### src/rtl/button_pkg.sv
// Shared constants, FSM state type and priority encoder for the button encoder path.
// Pure declarations: no latency, no backpressure.
package button_pkg;

  localparam int NUM_BTN = 4;
  localparam int CODE_W  = 2;

  typedef enum logic {
    IDLE = 1'b0,
    HELD = 1'b1
  } fsm_state_t;

  // Highest set index wins; an all-zero vector encodes to 0.
  function automatic logic [CODE_W-1:0] prio_enc(input logic [NUM_BTN-1:0] vec);
    logic [CODE_W-1:0] res;
    res = '0;
    for (int i = 0; i < NUM_BTN; i++) begin
      if (vec[i]) res = CODE_W'(i);
    end
    return res;
  endfunction

endpackage

### src/rtl/debounce_cell.sv
// One button: 2-flop synchroniser plus debounce; latency 2 + DEBOUNCE_CYCLES cycles.
// No backpressure: the debounced level is always presented.
module debounce_cell #(
  parameter int DEBOUNCE_CYCLES = 12000
) (
  input  logic clk,
  input  logic rst,
  input  logic btn_n,
  output logic pressed
);

  localparam int CNT_W = $clog2(DEBOUNCE_CYCLES);
  localparam logic [CNT_W-1:0] CNT_MAX = CNT_W'(DEBOUNCE_CYCLES - 1);

  if (DEBOUNCE_CYCLES < 2) begin : g_bad_debounce
    $error("debounce_cell: DEBOUNCE_CYCLES must be at least 2");
  end

  logic             sync1;
  logic             sync2;
  logic             state_q;
  logic [CNT_W-1:0] cnt;
  logic             sample;

  assign sample  = ~sync2;
  assign pressed = state_q;

  always_ff @(posedge clk or posedge rst) begin
    if (rst) begin
      sync1   <= 1'b1;
      sync2   <= 1'b1;
      state_q <= 1'b0;
      cnt     <= '0;
    end else begin
      sync1 <= btn_n;
      sync2 <= sync1;
      if (sample == state_q) begin
        cnt <= '0;
      end else if (cnt == CNT_MAX) begin
        // DEBOUNCE_CYCLES-th consecutive differing sample: accept the new level.
        state_q <= sample;
        cnt     <= '0;
      end else begin
        cnt <= cnt + 1'b1;
      end
    end
  end

endmodule

### src/rtl/button_encoder.sv
// Debounced 4-button priority encoder; press to code_valid is 3 + DEBOUNCE_CYCLES cycles, no backpressure.
// Optional auto-repeat while held under BUTTON_ENCODER_REPEAT_EN.
module button_encoder
  import button_pkg::*;
#(
  parameter int DEBOUNCE_CYCLES = 12000,
  parameter int REPEAT_CYCLES   = 6000000
) (
  input  logic               clk,
  input  logic               rst,
  input  logic [NUM_BTN-1:0] btn_n,
  output logic [CODE_W-1:0]  code,
  output logic               code_valid,
  output logic               any_held
);

  logic [NUM_BTN-1:0] pressed;
  fsm_state_t         state;
  fsm_state_t         state_nxt;
  logic [CODE_W-1:0]  code_nxt;
  logic               code_valid_nxt;

  for (genvar i = 0; i < NUM_BTN; i++) begin : g_btn
    debounce_cell #(
      .DEBOUNCE_CYCLES(DEBOUNCE_CYCLES)
    ) u_db (
      .clk    (clk),
      .rst    (rst),
      .btn_n  (btn_n[i]),
      .pressed(pressed[i])
    );
  end

`ifdef BUTTON_ENCODER_REPEAT_EN
  localparam int RPT_W = (REPEAT_CYCLES > 1) ? $clog2(REPEAT_CYCLES) : 1;
  localparam logic [RPT_W-1:0] RPT_MAX = RPT_W'(REPEAT_CYCLES - 1);

  logic [RPT_W-1:0] rpt_cnt;
  logic [RPT_W-1:0] rpt_nxt;

  always_ff @(posedge clk or posedge rst) begin
    if (rst) rpt_cnt <= '0;
    else     rpt_cnt <= rpt_nxt;
  end
`else
  if (REPEAT_CYCLES < 0) begin : g_bad_repeat
    $error("button_encoder: REPEAT_CYCLES must not be negative");
  end
`endif

  always_ff @(posedge clk or posedge rst) begin
    if (rst) begin
      state      <= IDLE;
      code       <= '0;
      code_valid <= 1'b0;
    end else begin
      state      <= state_nxt;
      code       <= code_nxt;
      code_valid <= code_valid_nxt;
    end
  end

  always_comb begin
    state_nxt      = state;
    code_nxt       = code;
    code_valid_nxt = 1'b0;
`ifdef BUTTON_ENCODER_REPEAT_EN
    rpt_nxt        = '0;
`endif
    case (state)
      IDLE: begin
        if (pressed != '0) begin
          state_nxt      = HELD;
          code_nxt       = prio_enc(pressed);
          code_valid_nxt = 1'b1;
        end
      end
      HELD: begin
        // Presses and releases of other buttons stay silent until all are released.
        if (pressed == '0) begin
          state_nxt = IDLE;
        end
`ifdef BUTTON_ENCODER_REPEAT_EN
        else if (rpt_cnt == RPT_MAX) begin
          code_nxt       = prio_enc(pressed);
          code_valid_nxt = 1'b1;
        end else begin
          rpt_nxt = rpt_cnt + 1'b1;
        end
`endif
      end
      default: state_nxt = IDLE;
    endcase
  end

  assign any_held = (state == HELD);

endmodule

### config.mk
export PLATFORM = sky130hd
export DESIGN_NAME = button_encoder
export DESIGN_NICKNAME = d
export VERILOG_FILES = /design/src/rtl/button_pkg.sv /design/src/rtl/debounce_cell.sv /design/src/rtl/button_encoder.sv
export SDC_FILE = /design/constraint.sdc
export NUM_CORES = 1
export LEC_CHECK = 0
export CAP_MARGIN = 0
export CORE_MARGIN = 8
export CORE_UTILIZATION = 49
export CTS_CLUSTER_SIZE = 30
export DETAILED_ROUTE_END_ITERATION = 8
export PLACE_DENSITY = 0.66
export SYNTH_ARGS = -nofsm -noshare
export SYNTH_HDL_FRONTEND = slang
export SYNTH_SLANG_ARGS = --single-unit
export TNS_END_PERCENT = 100
### constraint.sdc
create_clock -name clk -period 3.2 [get_ports clk]
set_input_delay 0.64 -clock clk [delete_from_list [all_inputs] [get_ports clk]]
set_output_delay 0.64 -clock clk [all_outputs]
set_load 0.01 [all_outputs]
# --- Word level (Yosys, flattened, before mapping) ---
# Index checks and enable logic that the tools add are counted.
op_classes:
  n_addsub: 4
  eq_ne: 8
  muxes: 15
  n_bitwise: 9
  n_reduce_logical: 7
op_table:
  columns: ["op", "count"]
  rows:
  - ["14-bit two-way mux", 8]
  - ["14-bit by 1-bit adder with 14-bit output, second input constant", 4]
  - ["14-bit == test, second input constant", 4]
  - ["2-bit AND reduction", 5]
  - ["1-bit inverter", 9]
  - ["1-bit == test", 4]
  - ["4-bit zero test", 1]
  - ["1-bit two-way mux", 4]
  - ["2-bit two-way mux", 2]
  - ["4-bit nonzero test", 1]
  - ["1-bit one-hot mux with 2 select lines", 1]
totals:
  reg_bits: 72
  elab_cells: 62

# --- Depth between registers and ports, before layout ---
logic_depth:
  ltp_word: 4
  mapped_depth: 7

# --- Hierarchy ---
# Synthesis repeated with hierarchy kept, for this count alone.
hier_totals:
  cells_unflattened: 328
  hier_area_um2: 3488.3
by_module_without_submodules:
  columns: ["module", "n_inst", "cells_each", "area_each_um2", "seq_area_each_um2"]
  rows:
  - ["debounce_cell", 4, 78, 833.3, 427.9]
  - ["button_encoder", 1, 16, 155.1, 100.1]

# --- Worst setup path after synthesis ---
# OpenSTA, ideal clock, no wires.
synth_timing:
  path_kind: "register -> register"
  start: "register g_btn[1].u_db.cnt[8]"
  end: "register g_btn[1].u_db.cnt[11]"
  setup_time_ps: 119
  t_arrival_ps: 1646
  t_required_ps: 3081
  slack_ps: 1436
  path_stages_with_launch: 7
  n_path_buf: 2
  cell_sequence: "dfrtp_1 -> or4b_1 -> nor4_2 -> or2_0 -> buf_4 -> buf_12 -> nor2_1"
synth_between:
  elab_chain_len: 3
  elab_cells_between_ends: 4
  cone_classes: "add/sub (1); eq/ne (1); mux (2)"
synth_rtl:
  columns: ["item", "line", "text"]
  rows:
  - ["start, declared", "debounce_cell.sv:22", "logic [CNT_W-1:0] cnt;"]
  - ["start signal, assigned", "debounce_cell.sv:44", "cnt <= cnt + 1'b1;"]
  - ["14-bit by 1-bit adder with 14-bit output / 14-bit == test (equally long branches)", "debounce_cell.sv:44, debounce_cell.sv:39", null]
  - ["14-bit two-way mux (*)", "debounce_cell.sv:39", "end else if (cnt == CNT_MAX) begin"]
  - ["14-bit two-way mux (*)", "debounce_cell.sv:37", "if (sample == state_q) begin"]
# Every way passes the cells marked *; elsewhere a longest branch is shown, timed or not.
# A chain may end at the register's enable or synchronous reset.

# --- Final worst setup path ---
layout_timing:
  start: "register g_btn[1].u_db.cnt[8]"
  end: "register g_btn[1].u_db.cnt[9]"
# Same word-level chain as after synthesis.

==> results.md <==
- Status: complete, no violations
- Async S/R FF share, synth: 1.00
- Max-slew headroom: 0.642
- Clock tree root driver cell: clkbuf_8
- FILL cells: 573
- Final ANT Viol Nets: 0
- DR DRC count: 0
- Fmax: 475 MHz
- DRT Pass-1 Iters: 4
- Gate Count Post-Synth: 312
- Clock skew: 10.9 ps
- P&R area growth vs syn: 12.0%
- Routed via count: 2153
- CTS tree: yes
- R2R Path Start: g_btn[1].u_db.cnt[8]
- Wire per inst: 12.5 um
- Hold Path End: g_btn[0].u_db.sync2
- Post-Syn Nets: 326
- GR Layer Usage met1: 0.152
- #FFs+latches synth: 72
- Worst Setup End Kind: flop
- RSZ-0062 raised after global routing: false
- Max-Cap Viols: 0
- Reg2Reg Depth: 5
- Vias in the first global route: 2135
- DRT iter0 DRCs: 57
- First-pass GRT wire length: 9490 um
- Slew Limit Fails: 0
- CTS clk-pin slew, worst paths: 70 ps
- Min Hold Slack: 345 ps
- Via density: 5.23
- Routability Congestion: 0.812
- # clock sinks: 72
- Row cnt: 30
- Layout Cells excl Fill: 412
- Hold Crit Depth: 0
- Setup TNS: 0 ps
- Netlist Area Pre-Place: 0.00329 mm^2
- Warnings from Yosys: 0
- Core footprint: 0.00664 mm^2
- Gr usage total: 0.121
- Worst endpoint required time: 3420 ps
- Die Footprint: 0.00960 mm^2
- Crit. Startpoint: g_btn[1].u_db.cnt[8]
- Critical Path AT: 2320 ps
- WS Path Type: flop to flop
- Post-DP HPWL: 3620 um
- H-tree levels: 3
- Leakage: 0.00157 uW
- Clk_lat worst skew: 340 ps
- DIE HEIGHT: 98.0 um
- Final-report hold violation count: 0
- Fin crit share: 0.658
- # hold bufs at CTS: 0
- R2R Path End: g_btn[1].u_db.cnt[9]
- Post-synth EDFFs: 0
- Detailed Route WL: 5130 um
- Setup bufs post-CTS: 0
- Worst IR drop on VDD: 0.283 mV
- Most Crowded Layer GR: met2
- # setup viols final: 0
- Most common cell after layout, fill and taps aside: dfrtp_1
- Maximum number of pins on one net before global-route repair: 36
- Final min period: 2110 ps
- Overall Power: 1790 uW
- CTS Buf Count: 9
- R2R setup slack: 1090 ps
- Pwr per Cell Area: 487 mW/mm^2
- Starting density of the core: 0.495
- Initial antenna violation count: 0
- Commonest cells after routing, fill and taps aside: dfrtp_1, nor2_1, xnor2_1, xor2_1, nand3_1
- Primary FF master, synth: dfrtp_1
- Register Area: 0.00181 mm^2
- Startpoint type of the worst setup path: flop
- Least-Margin Pin Slew: 536 ps
- # resized after CTS: 0
- Area occupied by multi-input gates: 0.00138 mm^2
- Met3 Track Usage GR: 0.0292
- Cells after DPL: 397
- I/O Buffers: 9
- Library cells used by synthesis: 33
- GR Layer Usage met2: 0.185
- Worst Hold Class: flop to flop
- CP Max Fanout: 8
- Syn Area/Cell: 10.6 um^2
- Die Wd: 98.0 um
- Global route total overflow: 0
- Top Ports: 10
- Worst hold start: g_btn[0].u_db.sync1
- Max clock buf depth: 2
- NumNets Final: 342
- # diodes: 0
- Seq/Total Area, Yosys: 0.550
- Layout cells sized above 1: 0.0964
[per-layer routing]
layer | up-vias | part of all wire
met1 | 1036 | 0.50
met4 | 0 | 0.020
met3 | 10 | 0.026
met5 | - | 0
met2 | 25 | 0.45
li1 | 1082 | -
[through the flow]
stage,instance area (um^2),setup slack (ps),utilization
final,3690,1090,0.555
after global routing,3690,971,0.555
after CTS,3690,1090,0.555
after detailed placement,3470,1110,0.522
after global placement,3470,1130,0.522
after floorplan,3290,748,-
[synthesized netlist by cell type (2+ instances only)]
| cell | instances | share of area |
|---|---|---|
| a21oi_1 | 3 | 0.0046 |
| and2_1 | 2 | 0.0038 |
| and3_1 | 8 | 0.015 |
| and4_1 | 5 | 0.013 |
| clkbuf_1 | 4 | 0.0046 |
| dfrtp_1 | 64 | 0.49 |
| dfstp_2 | 8 | 0.064 |
| ha_1 | 8 | 0.030 |
| inv_1 | 15 | 0.017 |
| mux2i_1 | 3 | 0.0091 |
| nand2_1 | 12 | 0.014 |
| nand2b_1 | 2 | 0.0038 |
| nand3_1 | 17 | 0.026 |
| nand4_1 | 16 | 0.030 |
| nor2_1 | 58 | 0.066 |
| nor2_2 | 4 | 0.0076 |
| nor3_1 | 9 | 0.014 |
| nor4_1 | 6 | 0.011 |
| nor4b_1 | 2 | 0.0053 |
| o21ai_0 | 4 | 0.0061 |
| xnor2_1 | 31 | 0.082 |
| xor2_1 | 20 | 0.053 |
[state kept, by name (all words and copies together) (netlist names)]
register and count:
any_held 1, code 2, code_valid 1, g_btn.u_db.cnt 56, g_btn.u_db.pressed 4, g_btn.u_db.sync1 4, g_btn.u_db.sync2 4
[where the power goes]
group / switching [uW] / internal, uW
Sequential: 17.0 / 931
Combinational: 39.5 / 24.0
Clock: 327 / 456
[worst max-delay path by stage]
stage	end	slack (ps)	cells past startpoint
2_1_floorplan	any_held	750	1
3_3_place_gp	g_btn[1].u_db.cnt[9]	1130	5
3_5_place_dp	g_btn[1].u_db.cnt[8]	1110	5
4_1_cts	g_btn[1].u_db.cnt[9]	1090	5
5_1_grt	g_btn[1].u_db.cnt[9]	970	5
6_report	g_btn[1].u_db.cnt[9]	1090	5
[layout make-up]
| cell class | instances | area share |
|---|---|---|
| clock buffer | 10 | 0.0373 |
| timing repair buffer | 12 | 0.0339 |
| sequential | 72 | 0.491 |
| tap | 80 | 0.0271 |
| multi-input combinational | 218 | 0.373 |
| clock inverter | 5 | 0.0220 |
| inverter | 15 | 0.0153 |
[critical path: stages, from the launching register on]
cell and delay, ps:
dfrtp_1 410, or4b_1 540, nor4_2 330, or2_0 410
buf_4 240, nor2_1 50
[logic make-up after synthesis]
kind of cell / count (synthesis) / share of synthesized area
and+or+nand+nor: 149 / 0.232
DFF: 72 / 0.550
xor gates and xnor gates: 51 / 0.136
buffers and inverters: 22 / 0.0315
adders and majority gates: 8 / 0.0304
AOI/OAI and AO/OA: 7 / 0.0106
muxes: 3 / 0.00912
Power figures use the tool's default switching activity.
